==> src/rtl/acc_pkg.sv <==
// Shared constants and state encoding for the accumulator sequencer.
package acc_pkg;

  localparam int ACC_W = 8;

  typedef enum logic [1:0] {
    IDLE  = 2'd0,
    CLEAR = 2'd1,
    ACCUM = 2'd2,
    DONE  = 2'd3
  } state_t;

endpackage

==> src/rtl/acc_seq.sv <==
// Burst sequencer for an external accumulator register: clears it, folds in
// COUNT streamed operands, then publishes the modular sum and a sticky carry.
module acc_seq
  import acc_pkg::*;
#(
  parameter int DATA_W = ACC_W,
  parameter int CNT_W  = 4
) (
  input  logic              clk,
  input  logic              rst,
  input  logic              start,
  input  logic [CNT_W-1:0]  count,
  output logic              busy,
  input  logic              op_valid,
  input  logic [DATA_W-1:0] op_data,
  output logic              op_ready,
  output logic              done,
  output logic [DATA_W-1:0] result,
  output logic              ovf,
  output logic              acc_wacc,
  output logic [DATA_W-1:0] acc_in_data,
  input  logic [DATA_W-1:0] acc_out_data
);

  state_t              state_q, state_d;
  logic [CNT_W-1:0]    rem_q, rem_d;
  logic                carry_q, carry_d;
  logic [DATA_W-1:0]   result_q, result_d;
  logic                ovf_q, ovf_d;
  logic [DATA_W:0]     sum_w;

  // Widened add so the carry-out of every operand accumulation is visible.
  function automatic logic [DATA_W:0] add_carry(input logic [DATA_W-1:0] a,
                                                input logic [DATA_W-1:0] b);
    return {1'b0, a} + {1'b0, b};
  endfunction

  assign sum_w = add_carry(acc_out_data, op_data);

  always_ff @(posedge clk or posedge rst) begin
    if (rst) begin
      state_q  <= IDLE;
      rem_q    <= '0;
      carry_q  <= 1'b0;
      result_q <= '0;
      ovf_q    <= 1'b0;
    end else begin
      state_q  <= state_d;
      rem_q    <= rem_d;
      carry_q  <= carry_d;
      result_q <= result_d;
      ovf_q    <= ovf_d;
    end
  end

  always_comb begin
    state_d  = state_q;
    rem_d    = rem_q;
    carry_d  = carry_q;
    result_d = result_q;
    ovf_d    = ovf_q;
    case (state_q)
      IDLE: begin
        if (start) begin
          rem_d   = count;
          carry_d = 1'b0;
          state_d = CLEAR;
        end
      end
      CLEAR: state_d = (rem_q != '0) ? ACCUM : DONE;
      ACCUM: begin
        // op_ready is high throughout ACCUM, so op_valid alone marks a transfer.
        if (op_valid) begin
          carry_d = carry_q | sum_w[DATA_W];
          rem_d   = rem_q - 1'b1;
          if (rem_q == CNT_W'(1)) state_d = DONE;
        end
      end
      DONE: begin
        result_d = acc_out_data;
        ovf_d    = carry_q;
        state_d  = IDLE;
      end
      default: state_d = IDLE;
    endcase
  end

  always_comb begin
    busy        = (state_q != IDLE);
    op_ready    = (state_q == ACCUM);
    done        = (state_q == DONE);
    acc_wacc    = (state_q == CLEAR) || ((state_q == ACCUM) && op_valid);
    acc_in_data = (state_q == ACCUM) ? sum_w[DATA_W-1:0] : '0;
  end

  assign result = result_q;
  assign ovf    = ovf_q;

endmodule

==> config.mk <==
export PLATFORM = sky130hd
export DESIGN_NAME = acc_seq
export DESIGN_NICKNAME = d
export VERILOG_FILES = /design/src/rtl/acc_pkg.sv /design/src/rtl/acc_seq.sv
export SDC_FILE = /design/constraint.sdc
export NUM_CORES = 1
export LEC_CHECK = 0
export ABC_AREA = 1
export ABC_CLOCK_PERIOD_IN_PS = 1720
export CORE_AREA = 3 3 72 53
export CTS_CLUSTER_SIZE = 28
export DETAILED_ROUTE_END_ITERATION = 16
export DIE_AREA = 0 0 75 56
export PLACE_DENSITY = 0.74
export SETUP_SLACK_MARGIN = 0.1
export SLEW_MARGIN = 20
export SYNTH_ARGS = -nofsm -noshare
export SYNTH_HDL_FRONTEND = slang
export SYNTH_SLANG_ARGS = --single-unit
==> constraint.sdc <==
create_clock -name clk -period 1.72 [get_ports clk]
set_clock_uncertainty 0.15 [all_clocks]
set_input_delay 0.344 -clock clk [delete_from_list [all_inputs] [get_ports clk]]
set_output_delay 0.344 -clock clk [all_outputs]
set_load 0.03 [all_outputs]
==> results of run 1 <==
==> cells in the final DEF, fill, tap and decap left out, types with 5 or more instances in the layout <==
cell	instances
dfrtp_1	16
nand2_2	13
nor2_1	6
inv_2	6
clkbuf_2	7
nand3_2	5
buf_6	28
dlygate4sd2_1	13
nand2_1	20
mux2_2	8
ha_1	6
buf_4	17
a21oi_2	6
inv_1	20
ha_4	9
clkdlybuf4s50_1	8
nand2_4	6
==> stage by stage <==
stage / power, W / cells / setup TNS (ps) / hold slack (ps)
floorplan: 0.002237 / 159 / -590.6 / 107.7
global placement: 0.002947 / 258 / -6255 / 339.2
detailed placement: 0.003005 / 258 / -6524 / 346.0
CTS: 0.003777 / 272 / -2784 / 183.8
global route: 0.004405 / 276 / -3450 / 180.6
finish: 0.004158 / 276 / -2565 / 181.4
==> path summary, 6_finish.rpt <==
path                       cells after the start             end       startpoint
setup / recovery                              11  acc_in_data[6]  acc_out_data[0]
min in group asynchronous                      3      state_q[1]              rst
hold / removal                                 2       result[0]  acc_out_data[0]
max in group asynchronous                      3         carry_q              rst
setup reg to reg                               9        rem_q[1]       state_q[0]
hold reg to reg                                1       result[6]        result[6]
==> layout make-up <==
type | instances | area [sq um]
Timing Repair Buffer | 78 | 757.0
Fill cell | 202 | 711.9
Multi-Input combinational cell | 111 | 1076
Clock buffer | 4 | 55.05
Inverter | 29 | 121.4
Sequential cell | 16 | 400.4
Tap cell | 38 | 47.55
==> metal layers <==
metal  GRT usage [%]  up-vias  routed length (um)
li1                -      667                   -
met1           22.66      662                1739
met2           36.23       61                2370
met3           4.332       10                 215
met4           4.569        0                  90
met5               0        -                   0
==> power groups by stage <==
stage                     sequential, W  clock [W]  combinational, W
after floorplan                0.000907          0           0.00133
after global placement         0.000689          0           0.00226
after detailed placement       0.000696          0           0.00231
after CTS                      0.000692   0.000341           0.00274
after global routing           0.000724   0.000363           0.00332
final                          0.000701   0.000340           0.00312
==> worst register-to-register path, cell delays in order (launching register included) <==
cell and delay [ps]:
dfrtp_1 390, inv_2 70, buf_4 130, buf_6 120
ha_4 170, buf_6 120, o211ai_4 230, inv_4 100
o211ai_1 120, o21ai_1 100
==> cell families (layout without fill, tap and decap cells) <==
kind of cell	after synthesis	after routing
adder cells (fa/ha/maj)	17	17
buffers and inverters	32	111
multiplexers	8	8
AO/OA/AOI/OAI	26	26
XOR/XNOR	2	2
AND/OR/NAND/NOR	58	58
flip-flops	16	16
==> state kept, by name, summed over array words and instances (netlist names) <==
register	flops
state_q	2
carry_q	1
ovf	1
result	8
rem_q	4
==> timing repair <==
action	4_1_cts	5_1_grt
setup buffers	9	5
endpoints found under the setup margin	25	19
resized for setup	98	54
gates cloned	1	0
pin swaps	19	20
==> results.json, run 1 <==
{
  "synth_top_flop_cell": "dfrtp_1",
  "drtIter0Drc": 80,
  "slew_viol_final": 0,
  "worstSetupPathType": "in2out",
  "start_util_pct": 39.79,
  "drc": 0,
  "area_growth_pct": 94.84,
  "die_w_um": 75,
  "critPathSlowestCell": "fa_2",
  "rsz0062_at_grt": "yes",
  "final-hold-violation-count": 0,
  "clkPwrFrac_pct": 8.2,
  "design_area_sq_mm": 0.002457,
  "fp.dieArea_sq_mm": 0.004200,
  "wl_per_cell_um": 16.00,
  "grt_max_degree": 17,
  "io_buffers": 44,
  "vdd_drop_max_mv": 1.140,
  "synth_cell_types": 24,
  "synth_area_sq_mm": 0.001261,
  "cts_tree": "done",
  "min_period_over_period_pct": 124.1,
  "firstDrtPassIters": 5,
  "synth-compound-area-share_pct": 12.50,
  "cts_hold_buf": 0,
  "r2r_slack_ps": -90,
  "num_io_pins": 45,
  "min_period_ps": 2135,
  "hp-class": "in2reg",
  "cp_max_fo": 2,
  "dpl_cell_area_sq_mm": 0.001992,
  "intPower_w": 0.002240,
  "htreeDepth": 1,
  "outcome": "finished with violations",
  "cp-start-kind": "input pin",
  "dpl.hpwl_um": 2648,
  "switching_power_w": 0.001919,
  "clock_path_buffers": 2,
  "setup_viol": 14,
  "cts_buffers": 3,
  "wirelength_um": 4415,
  "yosys.area_share.simple_pct": 19.05,
  "synth_top_cell_by_area": "dfrtp_1",
  "setup_ws_ps": -414.8,
  "synth_edf_count": 0,
  "violations": "setup timing",
  "cts_sinks": 16,
  "grt_pass1_vias": 1459,
  "row_count": 17,
  "final_core_util_pct": 77.54,
  "synthArstFlopShare_pct": 100.0,
  "fin_nets": 280,
  "comb_power_share_pct": 75.0,
  "ys_seq_area_share_pct": 31.75,
  "drive_gt1_share_pct": 56.30,
  "cp_top_family": "adder cells",
  "synth.avg_cell_area_sq_um": 7.932,
  "slew_headroom_pct": 78.91,
  "gp_congestion": 0.8145,
  "worstSetupEndpointType": "primary output",
  "p_per_area_mw_per_mm2": 1692,
  "coreArea_sq_mm": 0.003169,
  "cp.arrival_ps": 1640,
  "synthDominantCellAreaShare_pct": 31.75,
  "synthMuxAreaShare_pct": 7.143,
  "seqPwrFrac_pct": 16.9,
  "grt_overflow_total": 0,
  "ant_nets": 0,
  "critPathMaxStageDelay_ps": 350,
  "cts-root-buf": "clkbuf_8",
  "synth.area.top_cells": "dfrtp_1 32%, ha_1 16%, nand2_1 11%, inv_1 7.7%, mux2_2 7.1%",
  "vias": 1400,
  "n_antenna_cell": 0,
  "worst_slew_pin_slew_ps": 317.6,
  "crit_chain": "buf_8 > ha_4 > fa_2 > nand3_2 > nand3_4 > buf_6 > nand2_4 > nand3_2 > nand2_2 > nor2_4 > buf_6",
  "synth_fp_nets": 200,
  "clk_latency_ps": 250,
  "fmax_mhz": 468.4,
  "antenna_found_initial": 0,
  "die_h_um": 56,
  "synth-seq-cells": 16,
  "place_ws_ps": -1194,
  "synthTopCellsByCount": "37 x nand2_1, 26 x inv_1, 16 x dfrtp_1, 16 x ha_1, 11 x a21oi_1",
  "crit_required_ps": 1230,
  "grtUsageTotal_pct": 19.74,
  "swShare_pct": 46.14,
  "path_buf_inv": 3,
  "synth_top_family_by_area": "simple AND/OR/NAND/NOR gates",
  "maxCapViolCount": 0,
  "synth_cells": 159,
  "synth-xor-area-share_pct": 1.389,
  "synthAdderAreaFrac_pct": 17.46,
  "grt_pass1_wl_um": 6430,
  "avgViaCountPerCell": 5.072,
  "p_leak_nw": 1.176,
  "ys_warn_count": 0,
  "path_clk_slew_ps": 70,
  "synth_most_common_cell": "nand2_1"
}
Note: power is estimated with default switching activity, not from simulation.
==> inputs of run 2 (changes only) <==
Settings changed: HOLD_SLACK_MARGIN set to 0.06.
==> results of run 2 <==
No change in the layout: final DEF, timing and power equal those of run 1.
==> inputs of run 3 (changes only) <==
Settings changed: CAP_MARGIN set to 20, CORE_AREA 3 3 72 53 to 2 2 71 52, CTS_BUF_LIST set to sky130_fd_sc_hd__clkbuf_8, DIE_AREA 0 0 75 56 to 0 0 73 54.
==> run 3 against run 2 <==
First-iteration DRC count is 29% lower. Worst setup slack better by 6.3 ps. Flip-flop and latch count stayed put. Core utilization is 3.1 points lower. The flow still finishes with violations (setup timing). Power is 5.2% lower. Global-route usage is 0.74 points lower.
==> results.json, run 3 (synthesized netlist as in run 1, its figures left out) <==
{
  "outcome": "finished with violations",
  "violations": "setup timing",
  "start_util_pct": 37.58,
  "fp.dieArea_sq_mm": 0.003942,
  "avgViaCountPerCell": 4.809,
  "min_period_ps": 2129,
  "ant_nets": 0,
  "wirelength_um": 3710,
  "min_period_over_period_pct": 123.8,
  "dpl.hpwl_um": 2449,
  "grtUsageTotal_pct": 19.00,
  "setup_viol": 11,
  "slew_viol_final": 0,
  "worst_slew_pin_slew_ps": 335.2,
  "hp-class": "in2reg",
  "drtIter0Drc": 57,
  "layout_common_cells": "26 x buf_4, 24 x buf_6, 22 x nand2_1",
  "firstDrtPassIters": 4,
  "cp_max_fo": 2,
  "p_per_area_mw_per_mm2": 1578,
  "slew_headroom_pct": 77.74,
  "grt_overflow_total": 0,
  "wl_per_cell_um": 13.16,
  "cts-root-buf": "clkbuf_8",
  "maxCapViolCount": 0,
  "rsz0062_at_grt": "yes",
  "seq_area_sq_um": 400.4,
  "setup_ws_ps": -408.5,
  "final-hold-violation-count": 0,
  "crit_required_ps": 1230,
  "coreArea_sq_mm": 0.003356,
  "largest_register_ffs": 8,
  "cts_sinks": 16,
  "path_clk_slew_ps": 70,
  "row_count": 18,
  "dpl_cell_area_sq_mm": 0.002009,
  "grt_max_degree": 17,
  "ff2ff_path_depth": 7,
  "r2r_slack_ps": 80,
  "cts_tree": "done",
  "io_buffers": 44,
  "hold_depth": 2,
  "n_antenna_cell": 0,
  "cp.arrival_ps": 1630,
  "clock_path_buffers": 2,
  "antenna_found_initial": 0,
  "multi_input_area_sq_mm": 0.001114,
  "crit_chain": "buf_6 > ha_4 > fa_2 > nand3_2 > nand3_4 > buf_6 > nand2_4 > nand3_2 > nand2_2 > nor2_4 > buf_6",
  "setup.worst_path.start": "op_data[0]",
  "reg2reg_from": "state_q[1]",
  "grt_pass1_wl_um": 5706,
  "cts_buffers": 3,
  "vias": 1356,
  "die_w_um": 73,
  "cp-start-kind": "input pin",
  "clk_latency_ps": 250,
  "area_growth_pct": 98.12,
  "fin_nets": 284,
  "critPathSlowestCell": "fa_2",
  "die_h_um": 54,
  "cts_hold_buf": 0,
  "design_area_sq_mm": 0.002499,
  "crit_top_cell": "buf_6",
  "crit_path_end": "acc_in_data[6]",
  "p_leak_nw": 1.200,
  "fmax_mhz": 469.8,
  "drive_gt1_share_pct": 56.61,
  "htreeDepth": 1,
  "gp_congestion": 0.7760,
  "drc": 0,
  "grt_pass1_vias": 1259,
  "worstSetupPathType": "in2out",
  "worstSetupEndpointType": "primary output",
  "final_common_cell": "buf_4",
  "total_power_w": 0.003944,
  "critPathMaxStageDelay_ps": 350,
  "reg2reg_to": "rem_q[1]",
  "num_io_pins": 45,
  "vdd_drop_max_mv": 1.060,
  "fill_cells": 236
}
-- run 3: cell types whose count changed in the layout (fill, tap and decap cells not counted), sizes merged --
cell           previous run  this run
buf                      49        56
clkbuf                   11         6
clkdlybuf4s15             1         2
dlymetal6s2s              0         1
-- run 3: worst min-delay path by stage --
stage / start / to
floorplan: rst / carry_q
global placement: result[7] / result[7]
detailed placement: result[6] / result[6]
CTS: acc_out_data[0] / result[0]
global route: acc_out_data[0] / result[0]
finish: acc_out_data[0] / result[0]
-- run 3: report_power, final --
| part | internal (W) | switching [W] |
|---|---|---|
| clock | 0.000204 | 0.000140 |
| combinational | 0.00135 | 0.00155 |
| sequential | 0.000577 | 0.000121 |
| total | 0.00213 | 0.00181 |
-- run 3: timing repair --
item                                    CTS  global route
endpoints found under the setup margin   26            19
setup buffers                            11             8
pin swaps                                26            16
gates resized for setup                 123            28
-- run 3: layer usage --
metal,global-route usage (%),part of all wire (%),vias up
met5,0,0,-
met4,4.630,2.1,0
met3,5.618,5.2,10
met2,32.13,49,40
met1,24.01,44,630
li1,-,-,676
-- run 3: stage by stage --
stage,setup TNS [ps],hold WS (ps),worst slack [ps],cells,utilization (%)
final,-2191,173.9,-408.5,282,74.46
after global routing,-2685,180.7,-463.9,282,74.46
after CTS,-2366,179.8,-472.6,276,71.10
after detailed placement,-6562,345.5,-1164,262,59.88
after global placement,-6322,338.0,-1131,262,59.88
after floorplan,-590.6,107.7,-146.9,159,-
-- run 3: final cells by class --
class	count	share of cell area (%)
multi-input combinational	111	44.57
inverter	29	4.857
timing repair buffer	82	30.35
clock buffer	4	2.203
tap	40	2.003
sequential	16	16.02
-- run 3: critical path, delay by kind of cell --
kind	cells	cell delay, ps
adders and majority gates	2	500
and+or+nand+nor	6	430
buffers and inverters	3	360
